**src/rtl/xsimbus_arbiter_pkg.sv**
```systemverilog
// xsimbus arbiter shared definitions.
// Bus master count, id width, watchdog limit, FSM states.
package xsimbus_arbiter_pkg;

  localparam int BusMasterNum  = 4;
  localparam int BusMasterIdW  = 2;
  localparam int BusArbTimeout = 16;
  localparam int BusArbCntW    = 8;

  typedef enum logic {
    ArbIdle = 1'b0,
    ArbOwn  = 1'b1
  } arb_state_e;

endpackage

```
**src/rtl/xsimbus_arbiter_rr_pick.sv**
```systemverilog
// Round-robin winner selection for the xsimbus arbiter.
// Scans upward from last+1, wrapping modulo MASTERS.
module xsimbus_rr_pick
  import xsimbus_arbiter_pkg::*;
#(
  parameter int MASTERS = BusMasterNum,
  parameter int ID_W    = BusMasterIdW
) (
  input  logic [MASTERS-1:0] req,
  input  logic [ID_W-1:0]    last,
  output logic               any,
  output logic [ID_W-1:0]    win_id,
  output logic [MASTERS-1:0] win_onehot
);

  logic            found;
  logic [ID_W-1:0] sel;

  always_comb begin
    any        = |req;
    win_id     = '0;
    win_onehot = '0;
    found      = 1'b0;
    sel        = '0;
    for (int i = 1; i <= MASTERS; i++) begin
      sel = ID_W'((int'(last) + i) % MASTERS);
      if (!found && req[sel]) begin
        found  = 1'b1;
        win_id = sel;
      end
    end
    if (found) begin
      win_onehot[win_id] = 1'b1;
    end
  end

endmodule

```
**src/rtl/xsimbus_arbiter.sv**
```systemverilog
// Round-robin xsimbus arbiter with lock hold and ack watchdog.
// Registered one-hot grant plus master-select index for the mux.
module xsimbus_arbiter
  import xsimbus_arbiter_pkg::*;
#(
  parameter int MASTERS = BusMasterNum,
  parameter int ID_W    = BusMasterIdW,
  parameter int TIMEOUT = BusArbTimeout
) (
  input  logic               clk,
  input  logic               rst,
  input  logic [MASTERS-1:0] req,
  input  logic [MASTERS-1:0] lock,
  input  logic               bus_ack,
  output logic [MASTERS-1:0] gnt,
  output logic [ID_W-1:0]    gnt_id,
  output logic               bus_busy,
  output logic               timeout_err
);

  arb_state_e             state_q, state_d;
  logic [MASTERS-1:0]     gnt_q, gnt_d;
  logic [ID_W-1:0]        gnt_id_q, gnt_id_d;
  logic                   busy_q, busy_d;
  logic                   terr_q, terr_d;
  logic [ID_W-1:0]        last_q, last_d;
  logic [BusArbCntW-1:0]  cnt_q, cnt_d;

  logic                   pick_any;
  logic [ID_W-1:0]        pick_id;
  logic [MASTERS-1:0]     pick_oh;
  logic                   rel;
  logic                   do_grant;

  xsimbus_rr_pick #(
    .MASTERS (MASTERS),
    .ID_W    (ID_W)
  ) u_pick (
    .req        (req),
    .last       (last_q),
    .any        (pick_any),
    .win_id     (pick_id),
    .win_onehot (pick_oh)
  );

  always_comb begin
    state_d  = state_q;
    gnt_d    = gnt_q;
    gnt_id_d = gnt_id_q;
    busy_d   = busy_q;
    terr_d   = 1'b0;
    last_d   = last_q;
    cnt_d    = cnt_q;
    rel      = 1'b0;
    do_grant = 1'b0;

    unique case (state_q)
      ArbIdle: begin
        do_grant = pick_any;
      end
      ArbOwn: begin
        if (!req[gnt_id_q]) begin
          rel = 1'b1;
        end else if (bus_ack && lock[gnt_id_q]) begin
          cnt_d = '0;
        end else if (bus_ack) begin
          rel = 1'b1;
        end else if (cnt_q == BusArbCntW'(TIMEOUT - 1)) begin
          rel    = 1'b1;
          terr_d = 1'b1;
        end else begin
          cnt_d = cnt_q + 1'b1;
        end
        // last_q == owner, so the owner ranks lowest on re-arbitration
        if (rel) begin
          do_grant = pick_any;
          if (!pick_any) begin
            state_d = ArbIdle;
            gnt_d   = '0;
            busy_d  = 1'b0;
            cnt_d   = '0;
          end
        end
      end
      default: begin
        state_d = ArbIdle;
      end
    endcase

    if (do_grant) begin
      state_d  = ArbOwn;
      gnt_d    = pick_oh;
      gnt_id_d = pick_id;
      busy_d   = 1'b1;
      last_d   = pick_id;
      cnt_d    = '0;
    end
  end

  always_ff @(posedge clk) begin
    if (rst) begin
      state_q  <= ArbIdle;
      gnt_q    <= '0;
      gnt_id_q <= '0;
      busy_q   <= 1'b0;
      terr_q   <= 1'b0;
      last_q   <= ID_W'(MASTERS - 1);
      cnt_q    <= '0;
    end else begin
      state_q  <= state_d;
      gnt_q    <= gnt_d;
      gnt_id_q <= gnt_id_d;
      busy_q   <= busy_d;
      terr_q   <= terr_d;
      last_q   <= last_d;
      cnt_q    <= cnt_d;
    end
  end

  assign gnt         = gnt_q;
  assign gnt_id      = gnt_id_q;
  assign bus_busy    = busy_q;
  assign timeout_err = terr_q;

endmodule

```
**config.mk**
```make
export PLATFORM = sky130hd
export DESIGN_NAME = xsimbus_arbiter
export DESIGN_NICKNAME = d
export VERILOG_FILES = /design/src/rtl/xsimbus_arbiter_pkg.sv /design/src/rtl/xsimbus_arbiter_rr_pick.sv /design/src/rtl/xsimbus_arbiter.sv
export SDC_FILE = /design/constraint.sdc
export NUM_CORES = 1
export LEC_CHECK = 0
export ABC_AREA = 1
export CAP_MARGIN = 10
export CORE_MARGIN = 4
export CORE_UTILIZATION = 50
export CTS_CLUSTER_SIZE = 20
export DETAILED_ROUTE_END_ITERATION = 10
export PLACE_DENSITY_LB_ADDON = 0.1
export SYNTH_ARGS = -nofsm -noshare
export SYNTH_HDL_FRONTEND = slang
export SYNTH_SLANG_ARGS = --single-unit
```
**constraint.sdc**
```tcl
create_clock -name clk -period 2.6 [get_ports clk]
set_input_delay 0.52 -clock clk [delete_from_list [all_inputs] [get_ports clk]]
set_output_delay 0.52 -clock clk [all_outputs]
set_load 0.02 [all_outputs]
```
; ---- After elaboration in Yosys (flattened, before gate mapping)
; Index checks and enable logic that the tools add are counted.
[word_totals]
regBits = 19
input_bits = 11
out_inout_bits = 8
word_cells = 85
[classes]
addsub = 5
n_lt_le_gt_ge = 7
n_eq_ne = 2
muxes = 48
bitwise_logic = 2
reduce_logical = 14
[op_table]
columns = op, count
row1 = $mux 8, 6
row2 = $mux 1, 25
row3 = $mux 4, 5
row4 = $lt 2x3->1 const B, 6
row5 = $bmux 1 s2, 6
row6 = $add 8x1->8 const B, 1
row7 = $eq 8x4->1 const B, 1
row8 = $mux 2, 4
row9 = $logic_and 1x1->1, 5
row10 = $reduce_or 5->1, 1
row11 = $add 2x1->2 const B, 2
row12 = $add 2x2->2 const B, 2
row13 = $reduce_bool 2->1, 2
row14 = $reduce_or 4->1, 1
row15 = $logic_not 1->1, 3
row16 = $reduce_and 3->1, 1
row17 = $demux 1 s2, 1
row18 = $ge 2x1->1 const B, 1
row19 = $ne 2x1->1 const B, 1
row20 = $not 1->1, 2
row21 = $pmux 1 s2, 1
row22 = $reduce_or 2->1, 1

; ---- Depth between registers and ports, before layout
[depth]
ltp_word = 19
depth_mapped = 14
mapped_depth_nobuf = 13

; ---- By module
; Synthesis repeated with hierarchy kept, for this count alone.
[hier_totals]
hier_cells = 250
hier_area_um2 = 1532.7
[by_module_without_submodules]
columns = mod, n_inst, cells_per_inst, area_per_inst_um2, seq_area_each_um2
row1 = xsimbus_arbiter, 1, 181, 1159.9, 380.4
row2 = xsimbus_rr_pick, 1, 69, 372.9, 0.0

; ---- Least setup slack after synthesis
; OpenSTA, ideal clock, no wires.
[synth_timing]
path_type = flip-flop to flip-flop
startpoint = reg gnt_id_q[0] (netlist: gnt_id[0])
endpoint = reg last_q[1]
setup_time_ps = 133
t_arrival_ps = 1323
t_required_ps = 2467
path_slack_ps = 1144
path_stages_with_launch = 12
n_path_buf = 0
period_less_slack_ps = 1456
path_cell_list = dfxtp_1 -> inv_2 -> nand2_1 -> nand3_1 -> nand2_1 -> nand2_2 -> nand2_4 -> nand3_4 -> nand2_4 -> inv_2 -> nand2_1 -> o211ai_1
[synth_between]
elab_chain_len = 8
word_cells_on_any_way = 10
classes_between = mux: 9 / reduce/logical: 1
[synth_lines]
columns = element, line
row1 = start: declaration, xsimbus_arbiter.sv:23  ; logic [ID_W-1:0] gnt_id_q, gnt_id_d;
row2 = start signal: assignment, xsimbus_arbiter.sv:112  ; gnt_id_q <= gnt_id_d;
row3 = $bmux 1 s2, xsimbus_arbiter.sv:64  ; end else if (bus_ack && lock[gnt_id_q]) begin
row4 = $mux 1 (implied by the code), xsimbus_arbiter.sv:64
row5 = $logic_and 1x1->1, xsimbus_arbiter.sv:64
row6 = $mux 1, xsimbus_arbiter.sv:64
row7 = $mux 1 *, xsimbus_arbiter.sv:62  ; if (!req[gnt_id_q]) begin
row8 = $mux 1 *, xsimbus_arbiter.sv:57  ; unique case (state_q)
row9 = $mux 1 *, xsimbus_arbiter.sv:75  ; if (rel) begin
row10 = $pmux 1 s2 *, xsimbus_arbiter.sv:57
row11 = end signal: assignment, xsimbus_arbiter.sv:107  ; last_q <= ID_W'(MASTERS - 1);
row12 = end signal: assignment, xsimbus_arbiter.sv:115  ; last_q <= last_d;
row13 = end: declaration, xsimbus_arbiter.sv:26  ; logic [ID_W-1:0] last_q, last_d;
; Every way passes the cells marked *; elsewhere a longest branch is shown, timed or not. The select of a mux whose other input is x is not followed.
; A chain may end at the register's enable or synchronous reset.

; ---- Final worst setup path
[layout_timing]
startpoint = reg gnt_id_q[0] (netlist: gnt_id[0])
endpoint = out gnt_id[0]
[layout_lines]
columns = element, line
row1 = end: declaration, xsimbus_arbiter.sv:16  ; output logic [ID_W-1:0] gnt_id,
; No word-level cell between the ends.

==> metrics.txt <==
# TYPE chip_impl_metric gauge
chip_impl_info{name="outcome",value="finished clean"} 1
chip_impl_metric{name="antenna_violations_before_repair",unit=""} 0
chip_impl_info{name="timing.critical_path.to_type",value="primary output"} 1
chip_impl_metric{name="slew_at_the_pin_closest_to_its_max_slew_limit",unit="ns"} 0.331
chip_impl_metric{name="p_per_area",unit="nW/um^2"} 907
chip_impl_metric{name="drcViolationCount",unit=""} 0
chip_impl_metric{name="number_of_register_bits_inferred_by_synthesis",unit=""} 19
chip_impl_metric{name="syn_area_per_cell",unit="um^2"} 6.35
chip_impl_metric{name="clock_latency",unit="ns"} 0.30
chip_impl_metric{name="grt_max_degree",unit=""} 13
chip_impl_info{name="hp-class",value="reg -> reg"} 1
chip_impl_info{name="crit_path_cell_trace",value="clkdlybuf4s50_1"} 1
chip_impl_metric{name="mappedNetlistArea",unit="um^2"} 1300
chip_impl_metric{name="power.ir.vdd_worst",unit="mV"} 0.708
chip_impl_metric{name="layout_setup_ws",unit="ns"} 0.697
chip_impl_info{name="rsz0062_at_grt",value="false"} 1
chip_impl_metric{name="viasPerCell",unit=""} 5.17
chip_impl_metric{name="post_synth_inst_count",unit=""} 204
chip_impl_metric{name="dp_hpwl",unit="mm"} 2.25
chip_impl_metric{name="fp.dieArea",unit="um^2"} 3470
chip_impl_metric{name="timing.critical_path.slowest_cell_delay",unit="ns"} 0.65
chip_impl_info{name="most-common-layout-cells",value="73 x nand2_1, 23 x nand3_1, 19 x dfxtp_1, 18 x inv_1, 18 x clkdlybuf4s50_1"} 1
chip_impl_info{name="reg2reg_from",value="cnt_q[0]"} 1
chip_impl_metric{name="final-hold-violation-count",unit=""} 0
chip_impl_metric{name="die_y",unit="um"} 58.9
chip_impl_metric{name="grt_util_met3",unit="%"} 5.70
chip_impl_metric{name="cts_made_buffers",unit=""} 3
chip_impl_metric{name="routed-via-count",unit=""} 1309
chip_impl_info{name="worst_setup_path_start_kind",value="flip-flop"} 1
chip_impl_metric{name="initial_core_util",unit="%"} 52.3
chip_impl_metric{name="relSlewSlack",unit="%"} 77.8
chip_impl_metric{name="worstRegToRegCells",unit=""} 11
chip_impl_metric{name="leakage",unit="nW"} 0.693
chip_impl_metric{name="post-route-period-util",unit="%"} 73.2
chip_impl_info{name="hold_path.startpoint",value="bus_busy"} 1
chip_impl_metric{name="cts.hold.buffers_added",unit=""} 0
chip_impl_metric{name="postSynthNetCount",unit=""} 216
chip_impl_info{name="whs_endpoint",value="bus_busy"} 1
chip_impl_metric{name="dp_worst_setup_slack",unit="ns"} 0.450
chip_impl_metric{name="grtUsageMet2",unit="%"} 28.9
chip_impl_metric{name="grt.total_usage",unit="%"} 18.8
chip_impl_metric{name="bufs_on_longest_clock_path",unit=""} 2
chip_impl_metric{name="io_buffer_count",unit=""} 18
chip_impl_metric{name="via_count_of_the_first_global_routing_pass",unit=""} 1250
chip_impl_metric{name="synth.lib_cells_used.distinct",unit=""} 30
chip_impl_metric{name="yosysSeqAreaShare",unit="%"} 29.3
chip_impl_metric{name="slew_violations",unit=""} 0
chip_impl_metric{name="layout_nets",unit=""} 236
chip_impl_metric{name="cts.reportedPaths.clkPinSlew",unit="ns"} 0.11
chip_impl_info{name="grt_busiest_layer",value="met2"} 1
chip_impl_info{name="commonest_non_fill_non_tap_cell_in_the_layout",value="nand2_1"} 1
chip_impl_metric{name="period_needed",unit="ns"} 1.90
chip_impl_metric{name="worstPathArrival",unit="ns"} 1.38
chip_impl_metric{name="finalClockSkew",unit="ns"} 0.00372
chip_impl_metric{name="grt.met1_usage",unit="%"} 25.8
chip_impl_metric{name="grt_overflow_total",unit=""} 0
chip_impl_metric{name="drt_iter0_markers",unit=""} 38
chip_impl_metric{name="fmax",unit="GHz"} 0.525
chip_impl_metric{name="flow.area_growth_from_synthesis",unit="%"} 16.8
chip_impl_metric{name="cp_num_buf_inv",unit=""} 1
chip_impl_info{name="crit_type",value="reg -> out"} 1
chip_impl_metric{name="antenna_violating_nets_post_route",unit=""} 0
chip_impl_metric{name="pin_count",unit=""} 19
chip_impl_metric{name="post_cts_resize_count",unit=""} 0
chip_impl_info{name="tritoncts",value="built"} 1
chip_impl_metric{name="floorplan.core_area",unit="um^2"} 2480
chip_impl_metric{name="cp_max_fo",unit=""} 6
chip_impl_metric{name="place.gp.congestion",unit=""} 0.832
chip_impl_metric{name="setup_viol_count_final",unit=""} 0
chip_impl_metric{name="row_count",unit=""} 18
chip_impl_metric{name="route.final.wire_length",unit="mm"} 2.88
chip_impl_metric{name="drv.max_cap_violation_count",unit=""} 0
chip_impl_metric{name="layout-drive-gt1-share",unit="%"} 14.8
chip_impl_metric{name="final_util",unit="%"} 61.1
chip_impl_info{name="synth.area.top_cells",value="dfxtp_1 29%, nand2_1 21%, nand3_1 8.9%"} 1
chip_impl_info{name="cp_top_family",value="buffers and inverters"} 1
chip_impl_metric{name="worst_hold_path.num_cells",unit=""} 2
chip_impl_info{name="library_cell_contributing_the_largest_single_delay_on_the_critical_path",value="clkdlybuf4s50_1"} 1
chip_impl_metric{name="grt_pass1_wl",unit="mm"} 5.15
chip_impl_metric{name="tritoncts_num_sinks",unit=""} 19
chip_impl_metric{name="detailedRoute.firstPassIterationCount",unit=""} 4
chip_impl_metric{name="setup.reg_to_reg.worst_slack",unit="ns"} 0.99
chip_impl_metric{name="die_width",unit="um"} 58.9
chip_impl_metric{name="detail_route.wl_per_cell",unit="um"} 11.4
chip_impl_info{name="root_buffer",value="clkbuf_4"} 1
chip_impl_metric{name="cts_max_level",unit=""} 1
chip_impl_metric{name="antenna_cells",unit=""} 0
chip_impl_metric{name="post-cts-setup-buffer-count",unit=""} 0
chip_impl_metric{name="synthDominantCellAreaShare",unit="%"} 29.3
chip_impl_metric{name="worst-path-stages",unit=""} 1
chip_impl_info{name="post-synth-top-area-cell",value="dfxtp_1"} 1
chip_impl_metric{name="final.setup.tns",unit="ns"} 0
chip_impl_info{name="critical_path.reg2reg.endpoint",value="gnt[0]"} 1
chip_impl_metric{name="worstPathRequired",unit="ns"} 2.08
chip_impl_metric{name="synth-warning-count",unit=""} 0
chip_impl_metric{name="timing.hold.ws",unit="ns"} 0.472
layer usage:
layer  part of all wire (%)  vias to the layer above
li1                       -                      691
met1                     49                      573
met2                     43                       43
met3                    7.3                        2
met4                   0.52                        0
met5                      0                        -
flip-flops by register name, summed over array words and instances (netlist names):
name	flops
cnt_q	8
gnt	4
gnt_id	2
last_q	2
bus_busy	1
state_q	1
timeout_err	1
how the worst max path moves through the flow:
stage	startpoint	to	slack [ns]
floorplan	gnt_id[0]	last_q[1]	1.14
global placement	req[1]	last_q[1]	0.48
detailed placement	bus_ack	cnt_q[7]	0.45
CTS	gnt_id[0]	gnt_id[0]	0.69
global route	bus_ack	cnt_q[7]	0.51
finish	gnt_id[0]	gnt_id[0]	0.70
synth_stat cells (all sizes together):
cell and instances:
buf 3, o22ai 1, a21oi 12, nand3b 1
a21boi 1, a31o 1, nor2 12, xor2 3
nor3 3, clkinv 1, o21bai 1, nand3 25
nand4 2, o21ai 5, dfxtp 19, o211ai 2
inv 25, nor4 1, nand2 85, ha 1
final cells by class:
type / count / area, um^2
Tap cell: 30 / 37.5
Fill cell: 264 / 963
Clock buffer: 3 / 22.5
Inverter: 26 / 101
Sequential cell: 19 / 380
Clock inverter: 1 / 5.00
Timing Repair Buffer: 18 / 180
Multi-Input combinational cell: 156 / 787
cell families after synthesis:
family / Yosys count / share of synthesized area [%]
buffers and inverters: 29 / 9.94
adders and majority gates: 1 / 0.965
xor gates and xnor gates: 3 / 2.03
AOI/OAI and AO/OA: 23 / 11.4
DFF: 19 / 29.3
and+or+nand+nor: 129 / 46.3
per-stage QoR:
| stage | power (mW) | area (um^2) | instances |
|---|---|---|---|
| CTS | 1.38 | 1510 | 253 |
| floorplan | 1.06 | 1300 | 204 |
| detailed placement | 1.23 | 1490 | 249 |
| finish | 1.37 | 1510 | 253 |
| global placement | 1.22 | 1490 | 249 |
| global route | 1.52 | 1510 | 253 |
power breakdown:
group          internal, mW  leakage [nW]  switching [mW]
Clock                0.0573        0.0177          0.0894
Combinational         0.292         0.520           0.521
Sequential            0.349         0.155          0.0640
No activity file was read; power rests on OpenSTA's default activity.
==> patch 1, RTL diff (same flow settings) <==
The package constant `BusMasterNum` goes from 4 to 3.
--- a/src/rtl/xsimbus_arbiter_pkg.sv
+++ b/src/rtl/xsimbus_arbiter_pkg.sv
@@ -3,5 +3,5 @@
 package xsimbus_arbiter_pkg;
 
-  localparam int BusMasterNum  = 4;
+  localparam int BusMasterNum  = 3;
   localparam int BusMasterIdW  = 2;
   localparam int BusArbTimeout = 16;
Ports: changed (resized gnt, lock and req); port bits go from 19 to 16. The function was not compared with the original's and may differ.
==> patch 1 against the original RTL <==
  * Area after synthesis fell by 4.8%
  * Via count decreased by 3.4%
  * Wire length decreased by 1.6%
  * Fmax fell by 3.6%
  * Setup slack got worse by 0.071 ns
  * Sequential cell count shrank 2
  * Total power down 11%
  * Cell area fell by 4.9%
  * Global-route usage fell by 0.71 points
  * Count of clock-buffer cells in the layout unchanged
==> patch 1: results (changes against the original RTL) <==
Outcome
  – Status: finished clean

Finish
  – Share of cells above drive strength 1: 12.74% (-2.1 points)
  – Signal buffers: 16 (-2)
  – Inverters excl. clock: 26 (unchanged)
  – Cell area after layout: 0.001440 mm2 (-4.9%)
  – Nets: 227 (-3.8%)
  – Fraction of area in multi-input gates: 54.13% (+2.1 points)
  – Signal buf overhead: 10.95% (-0.95 points)
  – Seq/total area: 23.63% (-1.5 points)
  – Seq_cells: 17 (-2)
  – #MultiIn Comb: 149 (-4.5%)
  – Largest register FFs: 8 (unchanged)
  – Clock network area share: 2.085% (+0.27 points)
  – Fill count: 219 (-17%)

Critical path
  – Crit path largest cell delay: 0.44 ns (-0.21 ns)
  – Critical path class: flip-flop to flip-flop
  – Worst Path Arrival: 2.21 ns (+0.83 ns)
  – CP max-delay cell: dfxtp_1
  – CP delay by family, top: simple AND/OR/NAND/NOR gates
  – Crit Path Max Fanout: 8 (+2)

Power
  – VDD IR-drop max: 0.7245 mV (+2.3%)
  – Clk pwr: 0.151 mW (+3%)
  – Internal power: 0.6313 mW (-9.6%)
  – Leak: 0.6105 nW (-12%)
  – Pwr dens: 848.7 mW/mm2 (-6.4%)

Clock tree
  – Clk slew on worst S/H paths: 0.10 ns

Logic synthesis
  – Commonest cells in the netlist: nand2_1, inv_1, dfxtp_1, nor2_1, nand3_1
  – Top cells by area, synth: dfxtp_1, nand2_1, nand3_1
  – Synth Net Count: 209 (-3.2%)
  – Synth cell types: 28 (-6.7%)
  – Cells after Synth: 195 (-4.4%)

Min path
  – Hold Startpoint: gnt[2]

Place
  – IO buf count: 15 (-3)
  – Worst slack, placed: 0.4952 ns (+0.04478 ns)
  – Gp weighted congestion: 0.8823 (+6.0%)
  – Dpl hpwl: 2.263 mm (+0.78%)
  – Placed insts: 236 (-5.2%)
  – Area after DPL: 0.001410 mm2 (-5.1%)

Global routing
  – Largest net degree at the start of global routing: 12 (-1)
  – Vias in the first global route: 1059 (-15%)
  – First-pass GRT wire length: 4.685 mm (-9.1%)

Timing
  – Clock Skew: 0.005240 ns (+0.001516 ns)
  – Measured slew at the worst slew-check pin: 0.3589 ns (+0.02739 ns)

Route
  – WL/cell: 11.82 um (+3.8%)
  – DRT iter0 DRCs: 51 (+34%)
  – Drt total wl: 2.837 mm (-1.6%)
  – Via count: 1265 (-3.4%)

Floorplanning
  – Tapcells: 28 (-6.7%)
## patch 1: kinds of logic (layout without fill, tap and decap cells)
| kind of cell | count (synthesis) | in the layout | synth area share (%) |
|---|---|---|---|
| AO/OA/AOI/OAI | 29 | 29 | 14.50 |
| XOR/XNOR | 1 | 1 | 0.7101 |
| adder cells (fa/ha/maj) | 5 | 5 | 5.071 |
| buffers and inverters | 29 | 46 | 9.228 |
| flip-flops | 17 | 17 | 27.59 |
| AND/OR/NAND/NOR | 114 | 114 | 42.90 |
## patch 1: routing by layer
| metal | track usage (%) | part of all wire (%) |
|---|---|---|
| met4 | 8.278 | 2.0 |
| met3 | 5.122 | 4.1 |
| met2 | 25.16 | 42 |
| met5 | 0 | 0 |
| met1 | 25.64 | 51 |
## patch 1: final timing paths
| check | to | slack, ns | cells after the start |
|---|---|---|---|
| max reg2reg | gnt[0] | 0.63 | 13 |
| max | gnt[0] | 0.63 | 13 |
| min | gnt[2] | 0.48 | 2 |
| min reg2reg | gnt[2] | 0.48 | 2 |
==> patch 2, RTL diff (same flow settings) <==
Without the edit above. Make the reset (`rst`) asynchronous in one clocked block.
--- a/src/rtl/xsimbus_arbiter.sv
+++ b/src/rtl/xsimbus_arbiter.sv
@@ -98,5 +98,5 @@
   end
 
-  always_ff @(posedge clk) begin
+  always_ff @(posedge clk or posedge rst) begin
     if (rst) begin
       state_q  <= ArbIdle;
Behaviour: differs if rst is asserted again (counterexample within 4 cycles, from zero or initial values and one cycle with rst high); with rst held inactive, the same outputs for 4 cycles.
==> patch 2 against the original RTL <==
  * Sequential cell count unchanged
  * Count of clock-buffer cells in the layout up 1
  * Synthesized cell count down 9.3%
  * Total power up 21%
  * Wire length down 4.7%
  * Via count down 3.1%
  * Sequential share of layout area up 5.5 points
  * Cell area up 3.1%
  * Setup slack worse by 0.012 ns
  * Area after synthesis up 2.4%
==> patch 2: results (changes against the original RTL) <==
Timing
  – Clock Skew: 0.006125 ns (+0.002401 ns)
  – Slew HR: 54.10% (-24 points)

Min path
  – Min-Delay Endpoint: gnt[1]
  – HP Class: flip-flop to flip-flop
  – Hold Startpoint: gnt[1]
  – Hold path depth: 2 (unchanged)

Logic synthesis
  – Top cells by area, synth: dfrtp_1, nand2_1, nand3_1
  – Synth cell types: 26 (-13%)
  – Synth Area in Compound Gates: 9.048% (-2.3 points)
  – Yosys Warn Count: 0 (unchanged)
  – Register area share after synthesis: 36.00% (+6.7 points)
  – Commonest cells in the netlist: nand2_1, inv_1, nand3_1
  – Async S/R FF share, synth: 100.0% (+100 points)
  – Synth Net Count: 197 (-8.8%)
  – Synth Flop Type: dfrtp_1
  – Area share of xor/xnor cells in the synthesized design: 1.320% (-0.71 points)
  – Synth Area in Adders: 0.9425% (-0.023 points)

Power
  – Leak: 0.7844 nW (+13%)
  – Sw Share: 50.18% (+1.0 points)
  – VDD IR-drop max: 0.7787 mV (+9.9%)

Route
  – Via count: 1268 (-3.1%)
  – First drt pass iteration count: 5 (+1)
  – Drt total wl: 2.747 mm (-4.7%)
  – DRT iter0 DRCs: 60 (+58%)

Global routing
  – Total GRT Usage: 17.19% (-1.6 points)
  – First-pass GRT wire length: 4.767 mm (-7.5%)
  – Vias in the first global route: 1134 (-9.3%)
  – Largest net degree at the start of global routing: 20 (+7)
  – Initial antenna violation count: 0 (unchanged)

Critical path
  – Reg2Reg Depth: 11 (unchanged)
  – Worst r2r src: last_q[0]
  – Worst Path Arrival: 1.40 ns (+0.02 ns)
  – CP max-delay cell: clkdlybuf4s50_1
  – Crit path largest cell delay: 0.64 ns
  – Worst R2R End: gnt[0]
  – CP delay by family, top: buffers and inverters
  – Setup slack, reg-to-reg: 0.91 ns (-0.08 ns)
  – Crit Path Max Fanout: 6 (unchanged)

Clock tree
  – TritonCTS Buffers: 3 (unchanged)
  – CTS resizes: 0 (unchanged)
  – CTS Root Buffer Type: clkbuf_4
  – Clk buf depth: 2 (unchanged)
  – Skew-Pair Late Insertion Delay: ~0.29 ns
  – Postcts setup bufs: 0 (unchanged)
  – Clk slew on worst S/H paths: roughly 0.1 ns
  – H-Tree Depth: 1 (unchanged)

Place
  – IO buf count: 18 (unchanged)
  – Worst slack, placed: 0.5333 ns (+0.08289 ns)
  – Gp weighted congestion: 0.9175 (+10%)
  – Dpl hpwl: 2.211 mm (-1.5%)

Finish
  – Share of cells above drive strength 1: 19.42% (+4.6 points)
  – Antenna cells: 0 (unchanged)
  – Largest register FFs: 8 (unchanged)
  – Nets: 219 (-7.2%)
  – Most flops, register: cnt_q
  – Fill count: 226 (-14%)

Outcome
  – Status: finished clean
patch 2: changes by cell type in the layout (fill, tap and decap cells not counted), moves of 3 or more:
cell     unedited run  this run
inv_1              18        21
nand2_2             9        14
dfxtp_1            19         0
o21ai_1             0         3
nand2_1            73        53
a21oi_1            12         7
nand3_1            23        20
dfrtp_1             0        17
patch 2: cell type report:
type,instances,area share (%)
well taps,30,2.406
repair buffers,18,11.55
multi-input cells,138,46.91
flip-flops and latches,19,30.63
clock buffers,4,1.684
inverters,27,6.816
patch 2: per-stage QoR:
step	cells	util, %	area (um2)	hold WS (ns)
after global routing	236	62.41	1560	0.5362
final	236	62.41	1560	0.4938
after floorplan	185	-	1328	0.4697
after global placement	232	61.36	1534	0.4651
after detailed placement	232	61.36	1534	0.4680
after CTS	236	62.41	1560	0.5041
patch 2: how the worst max path moves through the flow:
stage                     end  cells after the start      start  slack [ns]
floorplan              gnt[0]                     12  last_q[0]        1.11
global placement     cnt_q[4]                     10     req[0]        0.55
detailed placement     gnt[3]                     11     req[1]        0.53
CTS                 gnt_id[0]                      1  gnt_id[0]        0.67
global route        gnt_id[0]                      1  gnt_id[0]        0.62
finish              gnt_id[0]                      1  gnt_id[0]        0.68
patch 2: logic make-up after synthesis:
group                    after synthesis
adder cells (fa/ha/maj)                1
XOR/XNOR                               2
buffers and inverters                 28
AND/OR/NAND/NOR                      115
AO/OA/AOI/OAI                         20
flip-flops                            19
patch 2: power by group through the flow:
stage,clock network [mW],logic (mW),registers (mW)
floorplan,0,0.778,0.493
global placement,0,1.03,0.474
detailed placement,0,1.04,0.475
CTS,0.154,1.04,0.469
global route,0.164,1.16,0.486
finish,0.145,1.04,0.468
patch 2: routing by layer:
| layer | part of all wire (%) | global-route usage (%) |
|---|---|---|
| met1 | 46 | 23.04 |
| met2 | 48 | 28.71 |
| met3 | 5.7 | 4.357 |
| met4 | 0.36 | 2.215 |
| met5 | 0 | 0 |
